**src/rtl/alu_arbiter_if.sv**
```systemverilog
// alu_arbiter_if: request/response handshakes between two requesters and the arbiter,
// plus the arbiter's connection to the shared combinational ALU.
interface alu_arbiter_if #(
  parameter int WIDTH  = 32,
  parameter int CTRL_W = 3
);
  logic [1:0]          req_valid;
  logic [1:0]          req_ready;
  logic [2*WIDTH-1:0]  req_a;
  logic [2*WIDTH-1:0]  req_b;
  logic [2*CTRL_W-1:0] req_ctrl;
  logic [1:0]          resp_valid;
  logic [1:0]          resp_ready;
  logic [WIDTH-1:0]    resp_result;
  logic [WIDTH-1:0]    alu_a;
  logic [WIDTH-1:0]    alu_b;
  logic [CTRL_W-1:0]   alu_ctrl;
  logic [WIDTH-1:0]    alu_result;
  modport master (
    output req_valid, req_a, req_b, req_ctrl, resp_ready, alu_result,
    input  req_ready, resp_valid, resp_result, alu_a, alu_b, alu_ctrl
  );
  modport slave (
    input  req_valid, req_a, req_b, req_ctrl, resp_ready, alu_result,
    output req_ready, resp_valid, resp_result, alu_a, alu_b, alu_ctrl
  );
endinterface

```
**src/rtl/alu_arbiter.sv**
```systemverilog
// alu_arbiter: round-robin sharing of one ALU between two requesters, one op in flight.
// Define ALU_ARB_STATS_EN to add saturating grant/stall counters.
module alu_arbiter #(
  parameter int WIDTH  = 32,
  parameter int CTRL_W = 3
) (
  input  logic clk,
  input  logic rst_n,
  alu_arbiter_if.slave bus,
  output logic busy
`ifdef ALU_ARB_STATS_EN
  ,
  output logic [15:0] grant_cnt0,
  output logic [15:0] grant_cnt1,
  output logic [15:0] stall_cnt
`endif
);
  typedef enum logic [1:0] {IDLE, EXEC, RESP} state_t;
  state_t state_q, state_d;
  logic last_q, last_d, grant_q, grant_d, win, fire;
  logic [WIDTH-1:0] a_q, a_d, b_q, b_d, res_q, res_d;
  logic [CTRL_W-1:0] ctrl_q, ctrl_d;
  // Both valid: the port not granted last wins; otherwise the lone valid port.
  assign win = &bus.req_valid ? ~last_q : bus.req_valid[1];
  assign bus.req_ready = (rst_n && state_q == IDLE && |bus.req_valid) ? {win, ~win} : 2'b00;
  assign fire = |bus.req_ready;
  assign bus.alu_a = state_q == EXEC ? a_q : '0;
  assign bus.alu_b = state_q == EXEC ? b_q : '0;
  assign bus.alu_ctrl = state_q == EXEC ? ctrl_q : CTRL_W'(2);
  assign bus.resp_valid = state_q == RESP ? {grant_q, ~grant_q} : 2'b00;
  assign bus.resp_result = res_q;
  assign busy = state_q != IDLE;
  always_comb begin
    state_d = state_q;
    last_d = last_q;
    grant_d = grant_q;
    a_d = a_q;
    b_d = b_q;
    ctrl_d = ctrl_q;
    res_d = res_q;
    case (state_q)
      IDLE: if (fire) begin
        state_d = EXEC;
        last_d = win;
        grant_d = win;
        a_d = win ? bus.req_a[2*WIDTH-1:WIDTH] : bus.req_a[WIDTH-1:0];
        b_d = win ? bus.req_b[2*WIDTH-1:WIDTH] : bus.req_b[WIDTH-1:0];
        ctrl_d = win ? bus.req_ctrl[2*CTRL_W-1:CTRL_W] : bus.req_ctrl[CTRL_W-1:0];
      end
      EXEC: begin
        state_d = RESP;
        res_d = bus.alu_result;
      end
      RESP: state_d = bus.resp_ready[grant_q] ? IDLE : RESP;
      default: state_d = IDLE;
    endcase
  end
  always_ff @(posedge clk or negedge rst_n) begin
    if (!rst_n) begin
      state_q <= IDLE;
      last_q <= 1'b1;
      grant_q <= 1'b0;
      a_q <= '0;
      b_q <= '0;
      ctrl_q <= '0;
      res_q <= '0;
    end else begin
      state_q <= state_d;
      last_q <= last_d;
      grant_q <= grant_d;
      a_q <= a_d;
      b_q <= b_d;
      ctrl_q <= ctrl_d;
      res_q <= res_d;
    end
  end
`ifdef ALU_ARB_STATS_EN
  logic [15:0] gc0_q, gc0_d, gc1_q, gc1_d, stall_q, stall_d;
  always_comb begin
    gc0_d = gc0_q + 16'(fire && !win && ~&gc0_q);
    gc1_d = gc1_q + 16'(fire && win && ~&gc1_q);
    stall_d = stall_q + 16'(busy && |bus.req_valid && ~&stall_q);
  end
  always_ff @(posedge clk or negedge rst_n) begin
    if (!rst_n) begin
      gc0_q <= '0;
      gc1_q <= '0;
      stall_q <= '0;
    end else begin
      gc0_q <= gc0_d;
      gc1_q <= gc1_d;
      stall_q <= stall_d;
    end
  end
  assign grant_cnt0 = gc0_q;
  assign grant_cnt1 = gc1_q;
  assign stall_cnt = stall_q;
`endif
endmodule
```
**src/flat_wrapper.sv**
```systemverilog
// flat-port wrapper written by rule: the top's interface ports become plain ports
module alu_arbiter_flat 
#(
  parameter int WIDTH  = 32,
  parameter int CTRL_W = 3
)
  (clk, rst_n, busy, bus_req_valid, bus_req_a, bus_req_b, bus_req_ctrl, bus_resp_ready, bus_alu_result, bus_req_ready, bus_resp_valid, bus_resp_result, bus_alu_a, bus_alu_b, bus_alu_ctrl);
  alu_arbiter_if #(.WIDTH(WIDTH), .CTRL_W(CTRL_W)) bus_i ();
  input  logic clk;
  input  logic rst_n;
  output logic busy;
  input wire logic [$bits(bus_i.req_valid)-1:0] bus_req_valid;
  input wire logic [$bits(bus_i.req_a)-1:0] bus_req_a;
  input wire logic [$bits(bus_i.req_b)-1:0] bus_req_b;
  input wire logic [$bits(bus_i.req_ctrl)-1:0] bus_req_ctrl;
  input wire logic [$bits(bus_i.resp_ready)-1:0] bus_resp_ready;
  input wire logic [$bits(bus_i.alu_result)-1:0] bus_alu_result;
  output wire logic [$bits(bus_i.req_ready)-1:0] bus_req_ready;
  output wire logic [$bits(bus_i.resp_valid)-1:0] bus_resp_valid;
  output wire logic [$bits(bus_i.resp_result)-1:0] bus_resp_result;
  output wire logic [$bits(bus_i.alu_a)-1:0] bus_alu_a;
  output wire logic [$bits(bus_i.alu_b)-1:0] bus_alu_b;
  output wire logic [$bits(bus_i.alu_ctrl)-1:0] bus_alu_ctrl;
  assign bus_i.req_valid = bus_req_valid;
  assign bus_i.req_a = bus_req_a;
  assign bus_i.req_b = bus_req_b;
  assign bus_i.req_ctrl = bus_req_ctrl;
  assign bus_i.resp_ready = bus_resp_ready;
  assign bus_i.alu_result = bus_alu_result;
  assign bus_req_ready = bus_i.req_ready;
  assign bus_resp_valid = bus_i.resp_valid;
  assign bus_resp_result = bus_i.resp_result;
  assign bus_alu_a = bus_i.alu_a;
  assign bus_alu_b = bus_i.alu_b;
  assign bus_alu_ctrl = bus_i.alu_ctrl;
  alu_arbiter #(.WIDTH(WIDTH), .CTRL_W(CTRL_W)) u_core (.clk(clk), .rst_n(rst_n), .bus(bus_i), .busy(busy));
endmodule
```
**config.mk**
```make
export PLATFORM = sky130hd
export DESIGN_NAME = alu_arbiter_flat
export DESIGN_NICKNAME = d
export VERILOG_FILES = /design/src/rtl/alu_arbiter_if.sv /design/src/rtl/alu_arbiter.sv /design/src/flat_wrapper.sv
export SDC_FILE = /design/constraint.sdc
export NUM_CORES = 1
export LEC_CHECK = 0
export ABC_AREA = 1
export CORE_MARGIN = 5
export CORE_UTILIZATION = 44
export DETAILED_ROUTE_END_ITERATION = 10
export PLACE_DENSITY = 0.87
export SYNTH_ARGS = -nofsm -noshare
export SYNTH_HDL_FRONTEND = slang
export SYNTH_SLANG_ARGS = --single-unit
```
**constraint.sdc**
```tcl
create_clock -name clk -period 3.2 [get_ports clk]
set_input_delay 0.48 -clock clk [delete_from_list [all_inputs] [get_ports clk]]
set_output_delay 0.48 -clock clk [all_outputs]
set_load 0.005 [all_outputs]
```
==> results summary <==
The data arrival time of the critical path came out at 2120 ps. The synthesized netlist cell count came out at 816. 0 antenna diodes ended up in the layout.

The setup TNS after final layout came out at 0 ps. The mean instance size in the synthesized netlist is 6.77 sq um. The effective utilization at floorplan came out at 44.3%. Once detail routing completed, the nets flagged for antenna violations numbered 0.

The tree is rooted in a sky130_fd_sc_hd__clkbuf_16. The count of endpoints failing setup in the final report is 0. The part of the Yosys area used for sequential elements came out at 46.7%.

The deepest clock path buffer count came out at 2. The final number of max-transition violations came out at 0. The Yosys warning count is 0. The first-pass GRT wire length is 28400 um. The violation count after the first detailed-route iteration is 527. The final critical path time including I/O delays and setup is 2600 ps.

In the final layout, the share of cells above drive strength 1 is 3.67%. The worst hold path belongs to the class in -> async. The clock latency on the worst-skew pair is 350 ps. The area growth from synthesis to layout is 55.4%. Setup repair after global routing left no endpoint under its margin. The placed instance count came out at 1220. The detailed-router iteration count before antenna repair came out at 5. The estimated wirelength of the detail-placed design came out at 12600 um. In the synthesized netlist the dominant register cell turns out to be sky130_fd_sc_hd__dfrtp_1.

For this run, the top clock speed supported by timing is 385 MHz. The height of the chip is 122 um. The tree built by TritonCTS fans out to 103 sinks.

The wire length per cell came out at 14.3 um. In the routed design, unresolved DRC markers number 0. The most common cell in the synthesized netlist is sky130_fd_sc_hd__nand2_1.

In this run the tool buffered the top-level ports with 275 buffer cells. The fraction of synthesis flops using an asynchronous set or reset pin came out at 100%. Counting instances in the post-synthesis netlist gives the leading cell types as sky130_fd_sc_hd__nand2_1, sky130_fd_sc_hd__dfrtp_1, sky130_fd_sc_hd__nand3_1. Detailed routing inserted a total of 5793 vias. STA classifies the critical path endpoint as an output port. The cell row count came out at 41. The leakage power total came out at 4.39 nW. The setup slack of the worst register-to-register path is 1260 ps. For this block, the routed nets add up to 17700 um of wire. The largest fanout on the critical path is 41.

After Yosys synthesis, and, or, nand and nor cells account for 43.0% of the synthesized area. The total routing usage reported by global routing came out at 24.1%. The headroom to the max-slew limit came out at 36.5%.

The global route total overflow is 0. The number of global-route vias before repair came out at 5629. The synthesized design contains 103 register bits. The critical path data required time is 2720 ps. The number of antenna violations at the first check in global routing is 1. The critical path class is reg -> out. The worst register-to-register path begins at u_core.state_q[0]$_DFFE_PN0P_. Summed over all instances, the cell type with the most area after synthesis is sky130_fd_sc_hd__dfrtp_1.

TritonCTS built the clock tree. The hold violation count in the final report was 0. Cells fill 68.9% of the core in the end. The buffers inserted during post-CTS setup optimization came out at 0. The post-synthesis mux area share is 0%. The congestion estimate from routability-driven global placement came to 0.830. The max-cap violation count is 0.

Dividing the detail-routed via count by the number of cells gives 4.69. Clock-pin slew was measured on the worst setup and hold paths at 70 ps. The transition time of the tightest slew-check pin is 953 ps.

The maximum clock skew at final layout is 9.06 ps. The synthesized-area fraction occupied by xor and xnor cells is 0%. The critical path starts at u_core.state_q[1]$_DFFE_PN0P_. The adder and majority cell fraction of the synthesized area is 0%. The quantity of hold-fixing buffers added after cts came out at 0. The summed instance area of the synthesized netlist came out at 5520 sq um. The count of non-filler cells in the finished layout came out at 1236. The top-level I/O count came out at 276. The synthesized-area fraction occupied by ao, oa, aoi and oai cells came out at 0%. The share of the synthesized area in the top cell type came out at 46.2%.

Ranked by total cell area, the synthesized netlist is headed by sky130_fd_sc_hd__dfrtp_1, sky130_fd_sc_hd__nand2_1, sky130_fd_sc_hd__nand3_1, sky130_fd_sc_hd__inv_1, sky130_fd_sc_hd__nor2_1. Gates resized during post-CTS repair numbered 0. The largest family of logic cells by synthesized area is simple AND/OR/NAND/NOR gates. The final clock period utilization by the worst path is 81.2%.

The flow ran to the end, and the final reports show no timing, DRC or antenna violations. For this design the ratio of total power to cell area is 716 nW/um^2. Across the VDD grid, the largest voltage drop is 467 uV. The number of distinct library cells after synthesis is 16.

The total number of H-tree levels is 3. The number of synthesized flops with an enable pin is 0. The area inside the core boundary came out at 12500 sq um.

The die span in x is 122 um. The TritonCTS buffer count is 9. The net count of the finished layout is 1231. The total nets after synthesis is 988. The floorplan step defined a die boundary enclosing 14900 sq um. The pin count of the biggest net entering global routing is 77.

STA classifies the critical path startpoint as a flip-flop.
per-stage QoR:
| stage | cell area [sq um] | worst slack [ps] | power, mW | hold slack (ps) |
|---|---|---|---|---|
| global route | 8580 | 443 | 6.68 | 81.4 |
| detailed placement | 8280 | 827 | 5.07 | 437 |
| CTS | 8580 | 586 | 6.21 | 64.8 |
| finish | 8580 | 602 | 6.15 | 54.9 |
| floorplan | 5520 | 1550 | 3.70 | 184 |
| global placement | 8280 | 797 | 4.97 | 425 |
flip-flops by register name, summed over array words and instances, names as in the netlist:
signal,count
u_core.b_q,32
u_core.ctrl_q,3
u_core.a_q,32
u_core.state_q,2
u_core.grant_q,1
u_core.bus.resp_result,32
u_core.last_q,1
power breakdown:
part / leakage [nW] / internal, mW / switching [mW] / total (mW)
clock: 0.150 / 0.615 / 0.504 / 1.12
combinational: 2.96 / 1.32 / 1.40 / 2.72
sequential: 1.28 / 1.94 / 0.364 / 2.31
total: 4.39 / 3.88 / 2.26 / 6.15
path summary, 6_finish.rpt:
| path | to | depth (start not counted) |
|---|---|---|
| setup / recovery | bus_alu_a[4] | 5 |
| setup reg to reg | u_core.a_q[13]$_DFFE_PN0P_ | 7 |
| max in group asynchronous | u_core.state_q[0]$_DFFE_PN0P_ | 2 |
| hold reg to reg | u_core.bus.resp_result[18]$_DFFE_PN0N_ | 2 |
| min in group clk | u_core.bus.resp_result[18]$_DFFE_PN0N_ | 2 |
| hold / removal | u_core.a_q[0]$_DFFE_PN0P_ | 1 |
layer usage:
| layer | track usage, % | part of all wire, % |
|---|---|---|
| met1 | 30.1 | 41 |
| met2 | 39.5 | 48 |
| met3 | 5.85 | 7.2 |
| met4 | 10.9 | 3.4 |
| met5 | 0 | 0.11 |
layout make-up:
cell class                 instances  area [sq um]
inverter                          73           274
sequential                       103          2580
tap                              172           215
clock buffer                       9           225
clock inverter                     7          78.8
fill                            1051          3880
multi-input combinational        587          2380
timing repair buffer             285          2830
layout by cell type (no fill, tap or decap):
cell,Yosys,routed
sky130_fd_sc_hd__nor2_1,71,71
sky130_fd_sc_hd__buf_12,0,1
sky130_fd_sc_hd__nor2_8,1,1
sky130_fd_sc_hd__nand3_1,100,100
sky130_fd_sc_hd__inv_1,72,72
sky130_fd_sc_hd__inv_2,1,1
sky130_fd_sc_hd__clkdlybuf4s50_1,0,273
sky130_fd_sc_hd__inv_6,0,2
sky130_fd_sc_hd__dfstp_2,1,1
sky130_fd_sc_hd__clkbuf_16,0,9
sky130_fd_sc_hd__clkinv_4,0,3
sky130_fd_sc_hd__nor2_4,2,2
sky130_fd_sc_hd__nand2_4,0,1
sky130_fd_sc_hd__nand2_2,4,4
sky130_fd_sc_hd__clkinv_2,0,1
sky130_fd_sc_hd__dfrtp_1,102,102
sky130_fd_sc_hd__bufinv_16,0,1
sky130_fd_sc_hd__buf_2,31,1
sky130_fd_sc_hd__nand2_1,408,407
sky130_fd_sc_hd__buf_4,4,10
sky130_fd_sc_hd__or2_2,1,1
logic make-up after synthesis:
logic type    after synthesis
buf+inv                   126
flops                     103
simple gates              587
critical path, cell delays in order (launching register included):
cell and delay (ps):
sky130_fd_sc_hd__dfrtp_1 440, sky130_fd_sc_hd__inv_2 100, sky130_fd_sc_hd__nand2_4 270, sky130_fd_sc_hd__buf_12 300, sky130_fd_sc_hd__nor2_1 120, sky130_fd_sc_hd__clkdlybuf4s50_1 520
No activity file was read; power rests on OpenSTA's default activity.
